$ cat config.mk
export PLATFORM = sky130hd
export DESIGN_NAME = nibble_serial_addsub
export DESIGN_NICKNAME = d
export VERILOG_FILES = /design/src/rtl/nibble_serial_pkg.sv /design/src/rtl/nibble_serial_addsub_cla.sv /design/src/rtl/nibble_serial_addsub.sv
export SDC_FILE = /design/constraint.sdc
export NUM_CORES = 1
export LEC_CHECK = 0
export BUFFER_PORTS_ARGS = -buffer_cell sky130_fd_sc_hd__buf_4
export CORE_MARGIN = 3
export CORE_UTILIZATION = 35
export CTS_CLUSTER_DIAMETER = 30
export DETAILED_ROUTE_END_ITERATION = 8
export GPL_TIMING_DRIVEN = 0
export RECOVER_POWER = 50
export REMOVE_ABC_BUFFERS = 1
export SLEW_MARGIN = 10
export SYNTH_ARGS = -nofsm -noshare
export SYNTH_HDL_FRONTEND = slang
export SYNTH_SLANG_ARGS = --single-unit
$ cat constraint.sdc
create_clock -name clk -period 2.4 [get_ports clk]
set_clock_uncertainty 0.05 [all_clocks]
set_input_delay 0.12 -clock clk [delete_from_list [all_inputs] [get_ports clk]]
set_output_delay 0.12 -clock clk [all_outputs]
set_load 0.05 [all_outputs]
$ cat src/rtl/nibble_serial_pkg.sv
// Shared constants, state encoding and sizing helpers for the nibble-serial add/sub.
package nibble_serial_pkg;

  localparam int unsigned NIBBLE_W = 4;

  typedef enum logic [1:0] {
    IDLE = 2'd0,
    RUN  = 2'd1,
    DONE = 2'd2
  } state_t;

  // Nibble index counter width; never narrower than one bit.
  function automatic int unsigned idx_width(input int unsigned nibbles);
    return (nibbles <= 1) ? 1 : $clog2(nibbles);
  endfunction

endpackage

$ cat src/rtl/nibble_serial_addsub_cla.sv
// 4-bit carry-look-ahead adder slice with an explicit carry-in so that
// carries can be chained across clock cycles by the sequencer.
module cla_nibble_slice
  import nibble_serial_pkg::*;
(
  input  logic [NIBBLE_W-1:0] a,
  input  logic [NIBBLE_W-1:0] b,
  input  logic                c_in,
  output logic [NIBBLE_W-1:0] sum,
  output logic                c_out,
  output logic                c_msb
);

  logic [NIBBLE_W-1:0] g;
  logic [NIBBLE_W-1:0] p;
  logic [NIBBLE_W:0]   c;

  // Generate/propagate look-ahead carries, all expressed from c_in directly.
  always_comb begin
    g    = a & b;
    p    = a ^ b;
    c[0] = c_in;
    c[1] = g[0] | (p[0] & c_in);
    c[2] = g[1] | (p[1] & g[0]) | (p[1] & p[0] & c_in);
    c[3] = g[2] | (p[2] & g[1]) | (p[2] & p[1] & g[0])
         | (p[2] & p[1] & p[0] & c_in);
    c[4] = g[3] | (p[3] & g[2]) | (p[3] & p[2] & g[1])
         | (p[3] & p[2] & p[1] & g[0])
         | (p[3] & p[2] & p[1] & p[0] & c_in);
    sum   = p ^ c[NIBBLE_W-1:0];
    c_out = c[NIBBLE_W];
    c_msb = c[NIBBLE_W-1];
  end

endmodule

$ cat src/rtl/nibble_serial_addsub.sv
// Multi-word adder/subtractor: sequences W-bit operands one nibble per clock
// (LSB first) through a 4-bit CLA slice, chaining the carry in a register.
module nibble_serial_addsub
  import nibble_serial_pkg::*;
#(
  parameter int unsigned NIBBLES = 4
) (
  input  logic                        clk,
  input  logic                        rst,
  input  logic                        in_valid,
  output logic                        in_ready,
  input  logic                        sel,
  input  logic [NIBBLE_W*NIBBLES-1:0] a,
  input  logic [NIBBLE_W*NIBBLES-1:0] b,
  output logic                        out_valid,
  input  logic                        out_ready,
  output logic [NIBBLE_W*NIBBLES-1:0] result,
  output logic                        c_out,
  output logic                        overflow
);

  localparam int unsigned W     = NIBBLE_W * NIBBLES;
  localparam int unsigned IDX_W = idx_width(NIBBLES);

  state_t             state;
  state_t             state_nxt;
  logic [W-1:0]       a_sh;
  logic [W-1:0]       b_sh;
  logic [W-1:0]       res_sh;
  logic [W-1:0]       res_shift;
  logic               sel_r;
  logic               carry_reg;
  logic [IDX_W-1:0]   idx;
  logic               last;
  logic               accept;
  logic               step;

  logic [NIBBLE_W-1:0] s_b;
  logic [NIBBLE_W-1:0] s_sum;
  logic                s_cout;
  logic                s_cmsb;

  // Subtraction feeds the inverted B nibble; the +1 comes in via carry_reg.
  assign s_b = b_sh[NIBBLE_W-1:0] ^ {NIBBLE_W{sel_r}};

  cla_nibble_slice u_slice (
    .a     (a_sh[NIBBLE_W-1:0]),
    .b     (s_b),
    .c_in  (carry_reg),
    .sum   (s_sum),
    .c_out (s_cout),
    .c_msb (s_cmsb)
  );

  // New sum nibble enters at the top so the LSB nibble ends at the bottom.
  generate
    if (NIBBLES == 1) begin : g_single
      assign res_shift = s_sum;
    end else begin : g_multi
      assign res_shift = {s_sum, res_sh[W-1:NIBBLE_W]};
    end
  endgenerate

  assign last      = (idx == IDX_W'(NIBBLES - 1));
  assign in_ready  = (state == IDLE);
  assign out_valid = (state == DONE);
  assign result    = res_sh;

  // State register.
  always_ff @(posedge clk or posedge rst) begin
    if (rst) begin
      state <= IDLE;
    end else begin
      state <= state_nxt;
    end
  end

  // Next-state and datapath strobes.
  always_comb begin
    state_nxt = state;
    accept    = 1'b0;
    step      = 1'b0;
    case (state)
      IDLE: begin
        if (in_valid) begin
          accept    = 1'b1;
          state_nxt = RUN;
        end
      end
      RUN: begin
        step = 1'b1;
        if (last) begin
          state_nxt = DONE;
        end
      end
      DONE: begin
        if (out_ready) begin
          state_nxt = IDLE;
        end
      end
      default: begin
        state_nxt = IDLE;
      end
    endcase
  end

  // Operand capture, per-nibble shifting and final flag capture.
  always_ff @(posedge clk or posedge rst) begin
    if (rst) begin
      a_sh      <= '0;
      b_sh      <= '0;
      res_sh    <= '0;
      sel_r     <= 1'b0;
      carry_reg <= 1'b0;
      idx       <= '0;
      c_out     <= 1'b0;
      overflow  <= 1'b0;
    end else if (accept) begin
      a_sh      <= a;
      b_sh      <= b;
      sel_r     <= sel;
      carry_reg <= sel;
      idx       <= '0;
    end else if (step) begin
      a_sh      <= a_sh >> NIBBLE_W;
      b_sh      <= b_sh >> NIBBLE_W;
      res_sh    <= res_shift;
      carry_reg <= s_cout;
      idx       <= idx + IDX_W'(1);
      if (last) begin
        c_out    <= s_cout;
        overflow <= s_cmsb ^ s_cout;
      end
    end
  end

endmodule
# After elaboration in Yosys (flattened, before gate mapping)
# Cells that the tools add are included.
# totals
inputBits	37
output_inout_bits	20
wordCells	68
regBits	56
# classes
n_reduce_logical	5
muxes	15
n_bitwise	32
eq_ne	6
add_sub_neg	1
# op_table
operator	n
$mux W16	4
$and A1 B1 Y1	16
$xor A4 B4 Y4	3
$mux W2	5
$or A1 B1 Y1	10
$pmux W2 S3	1
$reduce_and A3 Y1	2
$mux W1	5
$and A4 B4 Y4	1
$eq A2 B2 Y1 const B	2
$ne A2 B2 Y1 const B	2
$add A2 B1 Y2 const B	1
$eq A2 B1 Y1 const B	1
$logic_not A2 Y1	1
$ne A2 B1 Y1 const B	1
$reduce_and A2 Y1	1
$reduce_bool A2 Y1	1
$not A1 Y1	1
$xor A1 B1 Y1	1

# Depth between registers and ports, before layout
# Gate-level depths: netlist of run 1.
# depth
ltp_word	9
mapped_depth	6

# Modules after synthesis
# From an unflattened synthesis of run 1, not the netlist that was laid out.
# hier_totals
hier_cells	276
area_unflattened_um2	2665.1
# modules_own_cells
mod	cells_per_inst	instances	area_each_um2	seq_area_each_um2
nibble_serial_addsub	258	1	2509.9	1401.3
cla_nibble_slice	18	1	155.1	0.0

# Worst setup path before layout of run 1
# No wires, ideal clock.
# synth_path
path_kind	register -> register
from	register sel_r
to	register overflow
path_slack_ns	0.542
period_less_slack_ns	1.858
arrival_ns	1.738
path_buffers	1
stages_incl_launch_ff	7
required_time_ns	2.281
cell_sequence	dfrtp_1 clkbuf_1 xor2_1 ha_1 or2_1 or4_1 nand3_1
# synth_via
elab_chain_len	8
word_cells_on_any_way	23
# synth_rtl
item	line_no	source
start, declared	nibble_serial_addsub.sv:31	logic sel_r;
start signal, assigned	nibble_serial_addsub.sv:121	sel_r <= sel;
$xor A4 B4 Y4 *	nibble_serial_addsub.sv:44	assign s_b = b_sh[NIBBLE_W-1:0] ^ {NIBBLE_W{sel_r}};
$xor A4 B4 Y4 or $and A4 B4 Y4 (tied branches)	nibble_serial_addsub_cla.sv:21, nibble_serial_addsub_cla.sv:20	
$and A1 B1 Y1, on equally long branches	nibble_serial_addsub_cla.sv:27, nibble_serial_addsub_cla.sv:28, nibble_serial_addsub_cla.sv:29	
$or A1 B1 Y1, or another cell as far along (2 in a row)	nibble_serial_addsub_cla.sv:27	c[4] = g[3] | (p[3] & g[2]) | (p[3] & p[2] & g[1])
$or A1 B1 Y1 or $and A1 B1 Y1 (tied branches)	nibble_serial_addsub_cla.sv:28, nibble_serial_addsub_cla.sv:29	
$or A1 B1 Y1	nibble_serial_addsub_cla.sv:29	| (p[3] & p[2] & p[1] & p[0] & c_in);
$xor A1 B1 Y1 *	nibble_serial_addsub.sv:132	overflow <= s_cmsb ^ s_cout;
end signal, assigned	nibble_serial_addsub.sv:132	
end, declared	nibble_serial_addsub.sv:19	output logic overflow
# Mark *: on every way between the ends. The rest lies on a longest branch, timed or not.
# A chain may end at the register's enable or synchronous reset.

# Worst setup path in the final report of run 1
# layout_path
from	register state[0]
to	register sel_r
# layout_via
elab_chain_len	2
# layout_rtl
item	line_no	source
start, declared	nibble_serial_addsub.sv:25	state_t state;
start signal, assigned	nibble_serial_addsub.sv:74	state <= state_nxt;
$logic_not A2 Y1	nibble_serial_addsub.sv:83	case (state)
$mux W1	nibble_serial_addsub.sv:83	
# No other way between the ends.

==> results of run 1 <==
through the flow:
stage               cell area [µm²]  cells  TNS (ns)  setup WS [ns]  utilization
floorplan                      2486    253    -2.542        -0.1678            -
global route                   3451    450         0         0.3251       0.4916
global placement               3027    405    -44.12         -1.200       0.4312
finish                         3451    450         0         0.4486       0.4916
detailed placement             3100    409         0         0.4689       0.4417
CTS                            3518    450         0         0.4480       0.5012
path summary, 6_finish.rpt:
path	end	from	depth (start not counted)	slack [ns]
worst max register to register	sel_r$_DFFE_PP0P_	state[0]$_DFFE_PP0P_	3	0.45
max in group asynchronous	a_sh[8]$_DFFE_PP0P_	rst	4	1.00
worst max-delay path	sel_r$_DFFE_PP0P_	state[0]$_DFFE_PP0P_	3	0.45
worst min register to register	result[2]$_DFFE_PP0P_	result[2]$_DFFE_PP0P_	2	0.43
min in group asynchronous	result[10]$_DFFE_PP0P_	rst	3	0.59
worst min-delay path	sel_r$_DFFE_PP0P_	sel	2	0.02
power by group through the flow:
| stage | clock (mW) | combinational [mW] | sequential, mW |
|---|---|---|---|
| after detailed placement | 0 | 2.59 | 1.70 |
| after floorplan | 0 | 1.39 | 2.10 |
| final | 0.498 | 2.50 | 1.67 |
| after global placement | 0 | 2.46 | 1.68 |
| after global routing | 0.554 | 2.76 | 1.74 |
| after CTS | 0.517 | 2.64 | 1.68 |
metal layers:
layer	track usage	wire length, µm	part of all wire	vias to the layer above
met5	0	0	0	-
met2	0.2397	2757	0.48	55
met3	0.02681	273	0.048	4
met1	0.1868	2608	0.46	1048
li1	-	-	-	1071
met4	0.04084	56	0.0098	0
repair_timing:
item / CTS / global route
buffers inserted: 0 / 0
hold buffers: 34 / 0
setup endpoints to repair: 0 / 0
hold endpoints to repair: 59 / 0
kinds of logic after synthesis:
kind of cell,Yosys count
XOR/XNOR,5
adder cells (fa/ha/maj),6
AO/OA/AOI/OAI,54
multiplexers,3
flip-flops,56
buffers and inverters,21
AND/OR/NAND/NOR,125
worst max-delay path: stages (launching register included):
cell	delay (ns)
dfrtp_1	0.56
nor3b_4	0.66
buf_8	0.24
mux2_2	0.34
placed cells by master, fill, tap and decap left out, types with 2 or more instances in the layout:
master         count
nand2_1          109
dfrtp_1           56
buf_4             37
dlygate4sd3_1     34
a22oi_1           24
clkbuf_1          19
o21ai_0           10
o21ai_1            5
ha_1               5
clkbuf_8           5
xor2_1             4
inv_1              4
a21oi_1            3
nand3_1            3
a211oi_1           2
nor2_1             2
o22ai_1            2
or4_1              2
mux2i_1            2
buf_12             2
final cells by class:
cell class              instances  share of cell area
clock buffers                   6             0.02103
clock inverters                 1            0.001450
inverters                       4            0.004351
multi-input cells             193              0.3122
flip-flops and latches         56              0.4061
well taps                      96             0.03481
repair buffers                 94              0.2201
==> impl_results.md, run 1 <==
- Switching pwr: 2.238 mW
- Max_cap viols: 0
- Synth warnings: 0
- DRC violations left: 0
- WP data arrival: 2.10 ns
- DR WL/cell: 12.66 µm
- Minimum clock period: 1.951 ns
- Share of the synthesized area in the top cell type: 0.5377
- Die X: 92.29 µm
- Worst-path clk slew: 0.10 ns
- Vias in the first global route: 2119
- Gpl congestion: 0.7715
- Seq/Total Area, Yosys: 0.5377
- CTS sink count: 56
- Xor and xnor area share after synthesis: 0.01680
- Hpwl dp: 3722 µm
- Comb pwr share: 0.536
- Dominant cell type by area after synthesis: dfrtp_1
- Largest net degree at the start of global routing: 37
- Clock Power Share: 0.107
- Ports: 57
- Resized cells post-CTS: 0
- Worst Hold Class: in2reg
- Mean Syn Cell Area: 9.653 µm²
- Top cells by area, synth: dfrtp_1 54%, nand2_1 16%, a22oi_1 6.9%
- Endpoint type of the worst setup path: flip-flop
- Post-synthesis simple-gate area fraction: 0.2088
- Floorplan core area: 7019 µm²
- Int Power: 2.427 mW
- Post-synthesis mux area share: 0.01200
- Power, Total: 4.665 mW
- Die extent in y: 92.29 µm
- Status: finished, final reports clean
- CP Class: reg2reg
- Most frequent cells after synthesis: 109 x nand2_1, 56 x dfrtp_1, 24 x a22oi_1, 10 x o21ai_0, 6 x buf_2
- Max FO, Critical Path: 16
- Post-Route WL: 5695 µm
- Fin crit share: 0.8131
- Post-synthesis async set-or-reset flop share: 1.000
- Layout cells sized above 1: 0.1582
- Pwr Density: 1352 nW/µm²
- Port buffer count: 56
- Number of diodes: 0
- Synth Cell Area: 2606 µm²
- Fmax: 0.5125 GHz
- RSZ-0062 raised after global routing: no
- Clock Latency Late Sink: 0.30 ns
- Initial Util: 0.3713
- Root buf cell: clkbuf_8
- Max-slew violation count: 0
- Sequential share of power: 0.358
- FILL cells: 696
- Hold Slack: 0.01670 ns
- Layout area overhead: 32.41%
- Final Setup Violations: 0
- CTS tree: done
- Post-synth EDFFs: 0
- Main synth FF type: dfrtp_1
- Post-DRT Antenna Nets: 0
- Leading cell type by number of instances after synthesis: nand2_1
- Net count, final: 397
- Register area: 1401 µm²
- CP required: 2.55 ns
- Grt ovf: 0
- Worst-Margin Slew: 1.090 ns
- Initial DRC Count: 84
- Num CTS Buffers: 5
- Area of the multi-input gates: 1077 µm²
- Seq cells post-synth: 56
- P_leak: 1.696 nW
- All-Layer GR Usage: 0.1421
- Largest family of logic cells by synthesized area: simple AND/OR/NAND/NOR gates
- Vias/cell: 4.840
- Via Count: 2178
- Synth cell types: 39
- Slew headroom: 0.2724
- Row count: 30
- Synth Area in Adders: 0.03169
- Initial antenna violation count: 0
- Worst setup SP type: flip-flop
- First-pass GRT wire length: 9839 µm
- Die ar.: 8517 µm²
- VDD IR max: 0.0004218 V
- Compound-gate portion of the synthesized area: 0.1411
- Deepest clock path buffer count: 2
- Final Hold Fails: 0
- Switching part of the total: 0.4797
- H-Tree Depth: 2
- First-pass detailed-route iteration total: 4
- Cells after Synth: 270
No activity file was read; power rests on OpenSTA's default activity.
==> run 2, diff against run 1 <==
- ABC_AREA: unset -> 1
- clock period: 2.4 -> 1.9 ns (I/O delays scaled with it)
==> run 2 against run 1 <==
Count of clock-buffer cells in the layout grew 2. Critical path type unchanged. Largest power group unchanged. Setup slack worse by 0.27 ns. Combinational power is 32% higher.
==> impl_results.md, run 2 <==
- Reg2reg start: sel_r$_DFFE_PP0P_
- Pwr Density: 1783 nW/µm² (+32%)
- Seq/Total Area, Yosys: 0.5556 (+0.01787)
- Comb pwr share: 0.550 (+0.014)
- Most frequent cells after synthesis: 96 x nand2_1, 56 x dfrtp_1, 35 x inv_1, 16 x o221ai_1
- Largest net degree at the start of global routing: 46 (+24%)
- RSZ-0062 raised after global routing: no
- Status: finished, final reports clean
- Number of diodes: 0 (unchanged)
- Clock Power Share: 0.110 (+0.003)
- Synth warnings: 0 (unchanged)
- Switching pwr: 2.951 mW (+32%)
- Initial antenna violation count: 0 (unchanged)
- Row count: 30 (unchanged)
- Post-Layout Cell Count: 459 (+2.0%)
- VDD IR max: 0.0004966 V (+18%)
- Die X: 90.90 µm (-1.5%)
- Most used cell, CP: nand2_1
- Worst setup SP type: flip-flop
- Most frequent cells in the layout: 96 x nand2_1, 56 x dfrtp_1, 37 x buf_4
- Fmax: 0.5806 GHz (+13%)
- Via Count: 2129 (-2.2%)
- Sequential share of power: 0.340 (-0.018)
- Fin crit share: 0.9065 (+0.09344)
- Slew headroom: 0.1590 (-0.1134)
- Dominant cell type by area after synthesis: dfrtp_1
- Endpoint type of the worst setup path: flip-flop
- P_leak: 1.640 nW (-3.3%)
- R2r endpoint: result[15]$_DFFE_PP0P_
- Commonest non-fill, non-tap cell in the layout: nand2_1
- Die extent in y: 90.90 µm (-1.5%)
- Critical Path Source: sel_r$_DFFE_PP0P_
- Worst-path clk slew: 0.09 ns (about the same)
- Deepest clock path buffer count: 2 (unchanged)
- Flop-to-flop setup slack: 0.18 ns (-0.27 ns)
- Synth cell types: 26 (-33%)
- Net count, final: 405 (+2.0%)
- DRC violations left: 0 (unchanged)
- CP Cell Sequence: xor2_1 -> ha_1 -> inv_1 -> nand2_1 -> nand3_1 -> nand2_1 -> nand2_1 -> nand3_1 -> nand2_1
- R2R depth: 9 (+6)
- Power, Total: 6.027 mW (+29%)
- CTS tree: done
- First-pass GRT wire length: 9308 µm (-5.4%)
- Port buffer count: 56 (unchanged)
- CP required: 2.05 ns (-0.50 ns)
- Max-slew violation count: 0 (unchanged)
- Final Setup Violations: 0 (unchanged)
- Post-DRT Antenna Nets: 0 (unchanged)
- Initial DRC Count: 72 (-14%)
- Crit path largest cell delay: 0.47 ns (-0.19 ns)
- Worst-Margin Slew: 1.260 ns (+0.1699 ns)
- Num CTS Buffers: 5 (unchanged)
- First-pass detailed-route iteration total: 4 (unchanged)
- Synth Cell Area: 2522 µm² (-3.2%)
- Worst Hold Class: in2reg
- Max FO, Critical Path: 5 (-11)
- Placed Area: 3003 µm² (-3.1%)
- Vias in the first global route: 2149 (+1.4%)
- Total Neg Setup Slack: 0 ns (unchanged)
- Critical Path End: result[15]$_DFFE_PP0P_
- All-Layer GR Usage: 0.1359 (-0.006207)
- Ports: 57 (unchanged)
- Layout area overhead: 33.98%
- Leading cell type by number of instances after synthesis: nand2_1
- Share of the synthesized area in the top cell type: 0.5556 (+0.01787)
- WP data arrival: 1.87 ns (-0.23 ns)
- Post-Route WL: 5377 µm (-5.6%)
- Main synth FF type: dfrtp_1
- Die ar.: 8262 µm² (-3.0%)
- DR WL/cell: 11.71 µm (-7.4%)
- DP Cell Count: 417 (+2.0%)
- Vias/cell: 4.638 (-4.2%)
- Max_cap viols: 0 (unchanged)
- Root buf cell: clkbuf_8
- Top cells by area, synth: dfrtp_1 56%, nand2_1 14%, o221ai_1 5.6%
- Grt ovf: 0 (unchanged)
- Switching part of the total: 0.4897 (+0.01004)
- Hpwl dp: 3547 µm (-4.7%)
- CTS sink count: 56 (unchanged)
- H-Tree Depth: 2 (unchanged)
- Clock Latency Late Sink: 0.30 ns (about the same)
- Initial Util: 0.3652 (-0.006084)
- Int Power: 3.075 mW (+27%)
- Seq cells post-synth: 56 (unchanged)
- Minimum clock period: 1.722 ns (-0.2290 ns)
- CP Class: reg2reg
- Post-synth EDFFs: 0 (unchanged)
- Floorplan core area: 6907 µm² (-1.6%)
- Design area: 3379 µm² (-2.1%)
- Post-synthesis async set-or-reset flop share: 1.000 (unchanged)
- Mean Syn Cell Area: 9.172 µm² (-5.0%)
- Layout cells sized above 1: 0.1488 (-0.009432)
- Final Hold Fails: 0 (unchanged)
- Gpl congestion: 0.7471 (-3.2%)
- Cells after Synth: 275 (+1.9%)
- Slowest CP cell: dfrtp_1
## run 2: repair_timing
action                                  CTS  global route
hold buffers                             33             1
resized for setup                         2             0
endpoints found under the setup margin   26             0
hold endpoints to repair                 63             1
setup buffers                             0             0
## run 2: cell type report
cell class	instances	area (µm²)
well taps	96	120.1
flip-flops and latches	56	1401
multi-input cells	169	908.4
fillers	721	3527
repair buffers	91	713.2
inverters	39	146.4
clock buffers	8	90.09
## run 2: worst min-delay path by stage
stage	startpoint	slack, ns	endpoint	depth (start not counted)
floorplan	out_ready	0.14	state[1]$_DFFE_PP0P_	1
global placement	out_ready	0.23	state[1]$_DFFE_PP0P_	2
detailed placement	rst	0.20	result[1]$_DFFE_PP0P_	2
CTS	sel	0.002	sel_r$_DFFE_PP0P_	3
global route	sel	0.002	sel_r$_DFFE_PP0P_	3
finish	sel	0.001	sel_r$_DFFE_PP0P_	3
## run 2: through the flow
stage                     setup slack [ns]  hold slack, ns  utilization
after floorplan                     0.1472          0.1398            -
after global routing               0.02618        0.001577       0.4893
final                               0.1776        0.001484       0.4893
after detailed placement           -0.1926          0.2036       0.4348
after global placement             -0.4007          0.2318       0.4319
after CTS                           0.1762        0.001542       0.4976
## run 2: routing by layer
metal,GRT usage,part of all wire
met5,0,0
met4,0.04397,0.013
met3,0.03167,0.047
met2,0.2458,0.48
met1,0.1580,0.46
## run 2: critical path: cells and delay by family, from the launching register on
kind,cells,cell delay [ns]
and+or+nand+nor,6,0.50
DFF,1,0.47
adders and majority gates,1,0.37
xor gates and xnor gates,1,0.17
buffers and inverters,1,0.06
## run 2: power groups by stage
| stage | Sequential (mW) | Clock [mW] | Combinational [mW] |
|---|---|---|---|
| 3_5_place_dp | 2.08 | 0 | 3.41 |
| 5_1_grt | 2.11 | 0.727 | 3.77 |
| 6_report | 2.05 | 0.663 | 3.31 |
| 3_3_place_gp | 2.07 | 0 | 3.30 |
| 4_1_cts | 2.06 | 0.685 | 3.51 |
| 2_1_floorplan | 2.60 | 0 | 1.95 |
## run 2: kinds of logic after synthesis
family,Yosys count,share of synthesized area
AO/OA/AOI/OAI,44,0.1250
XOR/XNOR,5,0.01736
adder cells (fa/ha/maj),6,0.03274
buffers and inverters,50,0.08978
flip-flops,56,0.5556
AND/OR/NAND/NOR,114,0.1796
